===== src/rtl/instruction_fetch.sv =====
// Instruction fetch front end.
// Issues one word address per cycle to a synchronous instruction memory. A
// single skid entry holds the in-flight response when decode stalls, and a
// redirect squashes everything and restarts fetch at the branch target.
module instruction_fetch #(
    parameter logic [31:0] RESET_PC = 32'h0000_0000,
    parameter int          ADDR_W   = 15
) (
    input  logic              clk,
    input  logic              rst,
    output logic [ADDR_W-1:0] imem_addr,
    input  logic [31:0]       imem_ir,
    input  logic              stall,
    input  logic              redirect_valid,
    input  logic [31:0]       redirect_pc,
    output logic              if_valid,
    output logic [31:0]       if_pc,
    output logic [31:0]       if_ir,
    output logic [31:0]       fetch_count
);

    // EMPTY: nothing to present; STREAM: response arriving from memory this
    // cycle; HOLD: a response parked in the skid entry. Encoding the two
    // flags as one state makes "skid and response both valid" unreachable.
    typedef enum logic [1:0] {
        EMPTY  = 2'd0,
        STREAM = 2'd1,
        HOLD   = 2'd2
    } state_t;

    state_t      state_q;
    state_t      state_d;
    logic [31:0] pc_q;
    logic [31:0] pc_d;
    logic [31:0] rsp_pc;
    logic [31:0] skid_pc;
    logic [31:0] skid_ir;
    logic [31:0] redirect_base;
    logic        rsp_pend;
    logic        skid_v;
    logic        issue;
    logic        accept;
    logic        capture;
    logic        redirect_eff;

    assign rsp_pend      = (state_q == STREAM);
    assign skid_v        = (state_q == HOLD);
    // A redirect seen while reset is held must not disturb the reset address.
    assign redirect_eff  = redirect_valid & ~rst;
    assign redirect_base = {redirect_pc[31:2], 2'b00};
    assign issue         = redirect_eff | ~stall;
    assign imem_addr     = redirect_eff ? redirect_pc[ADDR_W+1:2] : pc_q[ADDR_W+1:2];

    // Next state, next PC and the presented instruction.
    always_comb begin
        state_d  = state_q;
        pc_d     = pc_q;
        if_valid = 1'b0;
        if_pc    = rsp_pc;
        if_ir    = imem_ir;
        capture  = 1'b0;

        if (skid_v) begin
            if_pc = skid_pc;
            if_ir = skid_ir;
        end
        if (!redirect_eff) begin
            if_valid = skid_v | rsp_pend;
        end

        if (redirect_eff) begin
            // Squash skid and in-flight response; restart at the target.
            pc_d    = redirect_base + 32'd4;
            state_d = STREAM;
        end else if (!stall) begin
            pc_d    = pc_q + 32'd4;
            state_d = STREAM;
        end else begin
            case (state_q)
                STREAM: begin
                    // Memory data is only valid this cycle: park it.
                    state_d = HOLD;
                    capture = 1'b1;
                end
                HOLD:    state_d = HOLD;
                default: state_d = EMPTY;
            endcase
        end
    end

    assign accept = if_valid & ~stall;

    // Control state and PC, cleared asynchronously.
    always_ff @(posedge clk or posedge rst) begin
        if (rst) begin
            state_q <= EMPTY;
            pc_q    <= RESET_PC;
        end else begin
            state_q <= state_d;
            pc_q    <= pc_d;
        end
    end

    // Response PC and skid payload; only meaningful when the state says so.
    always_ff @(posedge clk) begin
        if (issue) begin
            rsp_pc <= redirect_eff ? redirect_base : pc_q;
        end
        if (capture) begin
            skid_pc <= rsp_pc;
            skid_ir <= imem_ir;
        end
    end

    // Count instructions handed to decode.
    always_ff @(posedge clk or posedge rst) begin
        if (rst) begin
            fetch_count <= 32'd0;
        end else if (accept) begin
            fetch_count <= fetch_count + 32'd1;
        end
    end

endmodule


===== config.mk =====
export PLATFORM = sky130hd
export DESIGN_NAME = instruction_fetch
export DESIGN_NICKNAME = d
export VERILOG_FILES = /design/src/rtl/instruction_fetch.sv
export SDC_FILE = /design/constraint.sdc
export NUM_CORES = 1
export LEC_CHECK = 0
export CAP_MARGIN = 20
export CORE_UTILIZATION = 50
export DETAILED_ROUTE_END_ITERATION = 10
export HOLD_SLACK_MARGIN = 0.1
export PLACE_DENSITY = 0.88
export RECOVER_POWER = 50
export SYNTH_ARGS = -nofsm -noshare
export SYNTH_HDL_FRONTEND = slang
export SYNTH_SLANG_ARGS = --single-unit

===== constraint.sdc =====
create_clock -name clk -period 2.91 [get_ports clk]
set_input_delay 0.873 -clock clk [delete_from_list [all_inputs] [get_ports clk]]
set_output_delay 0.873 -clock clk [all_outputs]
set_load 0.1 [all_outputs]

==> results list <==
- P_sw: 3.80 mW
- From left edge to right edge, the die measures between 100 and 150 µm.
- Kind of start point of the critical path: primary input
- Power per cell area: around 760 mW/mm²
- Result of the run: finished with violations
* Placeable Area: about 0.014 mm²
- Max VDD drop: a little under 0.5 mV
- The checks that failed: setup timing.
- Highest clock rate: between 300 and 400 MHz
* Filler Cell Count: approximately 590
* Count of H-tree levels built during CTS: 4
- Fraction of the core area covered by cells at the end of the flow: 0.825
- In this run, distinct cell masters in the synthesized netlist total 48.
- Post-route worst setup slack: -0.265 ns
* Part of the power in registers: 0.323
- Arrival time of the worst setup path: approximately 3.6 ns
* Area of the die: roughly 0.015 mm²
* Portion of synthesized cell area occupied by the leading cell type: 0.373
- Cell-internal power: around 5.3 mW
* Clock root buffer: sky130_fd_sc_hd__clkbuf_16
* Iteration-0 DRC count of the detailed router: ~1200
- Count of flip-flops with a built-in enable after synthesis: a little over 90
* Wire length of the first global-routing pass: between 40 and 50 mm
- The share of total power dissipated in the clock network is 0.255.
* Grt total ovfl: 0
- Of the synthesized area, sequential elements account for 0.589.
* CP max FO: 4
- Fin. Hold Viols: 0
- CTS tree: yes
- Layout Cell Area excl Fill: 0.0119 mm²
* Placed inst area: 0.0110 mm²
* Final period utilization: 1.09
* Share of flip-flops with an asynchronous set or reset: 0.410
* Number of slew-limit violations in the final report: 0
- From synthesis to final layout, the design area changed by 61.2%.
- TritonCTS sink count: roughly 160
* Via count: approximately 7300
* Worst endpoint required time: between 3 and 4 ns
* Die height: between 100 and 150 µm
- Number of nets in the layout: 960
- Warning count from the yosys run: 0
- Clock tree synthesis inserted a total of 17 buffers.
* Share of total power consumed by net switching: 0.415
* Post-Place Cells: 1036
* Hold crit path type: flop to flop
- Of the cells placed in the final design, the portion with a size suffix greater than 1 is 0.407.
- Netlist area before placement: ~0.0074 mm²
- After legalization and detailed placement, the total HPWL measured around 16 mm.
* Leakage: around 5.1 nW
- In this run the tightest slew margin relative to its limit is 0.480.
- After layout, the minimum clock period comes to approximately 3.2 ns.
- Setup skew after layout: 0.0152 ns
- At the later pin of the worst-skew pair, clock insertion delay measures between 0.4 and 0.5 ns.
- The detail route stage leaves a number of antenna-violating nets equal to 0.
- Max Cap Violations: 0
- Maximum number of pins on one net before global-route repair: 63
- Count of boundary I/O pins: 180
* Antenna violations before repair: 2
* Post-route non-filler standard cell count: between 1000 and 1500
* Number of remaining DRC errors: 0
- First-pass iteration count of the detailed router: 11
- Dividing the detail-routed via count by the number of cells gives 6.71.
- Cts-stage hold buffer count: 0
- Starting density of the core: 0.512
* Global router's overall resource usage: 0.397
* Final setup violating endpoints: 18
* Number of synthesized register bits: between 150 and 200
- Power share of the combinational group: 0.422
- After clock tree synthesis, the clock-pin slew on the worst setup and hold paths is approximately 0.060 ns.
- Leading post-synthesis cells by cell area: sky130_fd_sc_hd__edfxtp_1 (37%), sky130_fd_sc_hd__dfrtp_1 (22%), sky130_fd_sc_hd__mux2_2 (10%)
* Mapped Cells: about 600
* Via count of the first global-routing pass: ~7300
* Final wirelength: roughly 33 mm
* Transition time at the pin with the least slew margin: around 0.8 ns
* Mean cell area of the mapped netlist: approximately 12 µm²
- Top cell type by total area after synthesis: sky130_fd_sc_hd__edfxtp_1
- Average wire per cell in the routed design: 30.4 µm
- Primary FF master, synth: sky130_fd_sc_hd__edfxtp_1
- The worst setup path is captured at a flop.
* FP Rows: 44
- Quantity of I/O buffers inserted on ports: 175
- The worst setup path is of the primary input to flop kind.
- Global placement routability congestion: roughly 0.95
- The clock passes through at most 2 buffers.
## stage by stage
step	hold slack (ns)	setup WS, ns	total power, mW	TNS, ns
final	0.450	-0.265	9.14	-1.69
after global routing	0.464	-0.205	9.30	-1.75
after CTS	0.454	-0.0246	8.79	-0.124
after detailed placement	0.430	-0.592	6.41	-18.28
after global placement	0.431	-0.415	6.30	-12.69
after floorplan	0.422	-0.220	5.02	-1.83
## worst max-delay path: stages
cell and delay, ns:
sky130_fd_sc_hd__clkdlybuf4s50_1 0.60, sky130_fd_sc_hd__nand2_1 0.09, sky130_fd_sc_hd__mux2i_1 0.34, sky130_fd_sc_hd__o2111ai_1 0.41, sky130_fd_sc_hd__buf_4 0.31, sky130_fd_sc_hd__nor4_1 0.38
sky130_fd_sc_hd__buf_4 0.20, sky130_fd_sc_hd__mux2i_1 0.19, sky130_fd_sc_hd__o211a_1 0.17
## sequential cells by signal, summed over array words and instances (netlist names)
register     cells
fetch_count     32
skid_ir         32
pc_q            30
rsp_pc          30
skid_pc         30
state_q          2
## power groups by stage
| stage | combinational, mW | sequential (mW) | clock [mW] |
|---|---|---|---|
| final | 3.86 | 2.95 | 2.33 |
| after global routing | 3.94 | 2.96 | 2.40 |
| after global placement | 3.44 | 2.86 | 0 |
| after CTS | 3.64 | 2.88 | 2.27 |
| after floorplan | 1.92 | 3.10 | 0 |
| after detailed placement | 3.52 | 2.89 | 0 |
## cell usage in the layout (no fill, tap or decap), types with 4 or more instances in the layout
cell	instances
sky130_fd_sc_hd__nand3_1	14
sky130_fd_sc_hd__buf_12	88
sky130_fd_sc_hd__a31oi_1	8
sky130_fd_sc_hd__clkdlybuf4s50_1	31
sky130_fd_sc_hd__nand2_2	4
sky130_fd_sc_hd__clkbuf_16	19
sky130_fd_sc_hd__inv_1	14
sky130_fd_sc_hd__and3_1	18
sky130_fd_sc_hd__mux2_2	63
sky130_fd_sc_hd__and4b_1	4
sky130_fd_sc_hd__and4_1	6
sky130_fd_sc_hd__clkinvlp_4	4
sky130_fd_sc_hd__dlygate4sd3_1	31
sky130_fd_sc_hd__nor2_1	36
sky130_fd_sc_hd__a21oi_1	20
sky130_fd_sc_hd__nor3_1	6
sky130_fd_sc_hd__xor2_1	9
sky130_fd_sc_hd__buf_4	126
sky130_fd_sc_hd__nand2_8	4
sky130_fd_sc_hd__mux2_4	5
sky130_fd_sc_hd__nand2_4	8
sky130_fd_sc_hd__dfrtp_1	64
sky130_fd_sc_hd__edfxtp_1	92
sky130_fd_sc_hd__nand4_1	8
sky130_fd_sc_hd__buf_6	5
sky130_fd_sc_hd__nand2_1	73
sky130_fd_sc_hd__mux2i_1	19
sky130_fd_sc_hd__xnor2_1	40
sky130_fd_sc_hd__clkbuf_1	5
sky130_fd_sc_hd__nor4_1	5
## Yosys cell counts (3+ instances only)
library cell / count
sky130_fd_sc_hd__inv_1: 16
sky130_fd_sc_hd__xnor2_1: 40
sky130_fd_sc_hd__o21ai_0: 3
sky130_fd_sc_hd__nor4_1: 6
sky130_fd_sc_hd__nor2_1: 39
sky130_fd_sc_hd__and4b_1: 4
sky130_fd_sc_hd__a21oi_1: 21
sky130_fd_sc_hd__and3_1: 19
sky130_fd_sc_hd__o31ai_1: 5
sky130_fd_sc_hd__mux2i_1: 23
sky130_fd_sc_hd__clkbuf_1: 14
sky130_fd_sc_hd__a31oi_1: 8
sky130_fd_sc_hd__edfxtp_1: 92
sky130_fd_sc_hd__mux2_2: 68
sky130_fd_sc_hd__and2_1: 3
sky130_fd_sc_hd__dfrtp_1: 64
sky130_fd_sc_hd__nand4_1: 8
sky130_fd_sc_hd__nand3_1: 14
sky130_fd_sc_hd__nand2_1: 89
sky130_fd_sc_hd__and4_1: 6
sky130_fd_sc_hd__xor2_1: 9
sky130_fd_sc_hd__buf_4: 4
sky130_fd_sc_hd__nor4_2: 3
sky130_fd_sc_hd__nor3_1: 7
sky130_fd_sc_hd__ha_1: 4
sky130_fd_sc_hd__or4_1: 3
## routing by layer
| metal | wire length, µm | share of wire | vias to the layer above | track usage |
|---|---|---|---|---|
| met2 | 14800 | 0.45 | 826 | 0.642 |
| met1 | 10300 | 0.31 | 3409 | 0.413 |
| li1 | - | - | 2745 | - |
| met3 | 4850 | 0.15 | 299 | 0.156 |
| met5 | 59 | 0.0018 | - | 0 |
| met4 | 2920 | 0.088 | 4 | 0.305 |
## final cells by class
type | count | area (µm²) | share of cell area
Sequential cell | 156 | 4360 | 0.365
Timing Repair Buffer | 290 | 3510 | 0.294
Multi-Input combinational cell | 407 | 3190 | 0.267
Clock buffer | 20 | 437 | 0.0366
Tap cell | 184 | 230 | 0.0193
Clock inverter | 12 | 148 | 0.0124
Inverter | 16 | 63.8 | 0.00534
Antenna cell | 1 | 2.50 | 0.000209
## final timing paths
| path | startpoint | end | slack [ns] | depth (start not counted) |
|---|---|---|---|---|
| worst min-delay path | rsp_pc[23]$_DFFE_PP_ | skid_pc[23]$_DFFE_PP_ | 0.45 | 0 |
| min in group asynchronous | rst | state_q[0]$_DFF_PP0_ | 0.73 | 3 |
| worst max-delay path | redirect_pc[11] | pc_q[29]$_DFFE_PP0P_ | -0.26 | 9 |
| max in group asynchronous | rst | fetch_count[23]$_DFFE_PP0P_ | 1.08 | 4 |
| worst max register to register | pc_q[12]$_DFFE_PP0P_ | pc_q[29]$_DFFE_PP0P_ | 0.31 | 8 |
| worst min register to register | rsp_pc[23]$_DFFE_PP_ | skid_pc[23]$_DFFE_PP_ | 0.45 | 0 |
## cell families after synthesis
kind of cell | share of synthesized area
mux | 0.138
fa+ha+maj | 0.00676
other cells | 0.000506
buf+inv | 0.0247
xor+xnor | 0.0579
flops | 0.589
simple gates | 0.147
compound gates | 0.0360
## what timing repair did
action | 4_1_cts | 5_1_grt
cloned | 1 | 3
setup endpoints to repair | 43 | 74
endpoints found under the hold margin | 0 | 0
pin swaps | 1 | 9
resized for setup | 21 | 23
setup buffers | 13 | 1
Note: power is estimated with default switching activity, not from simulation.
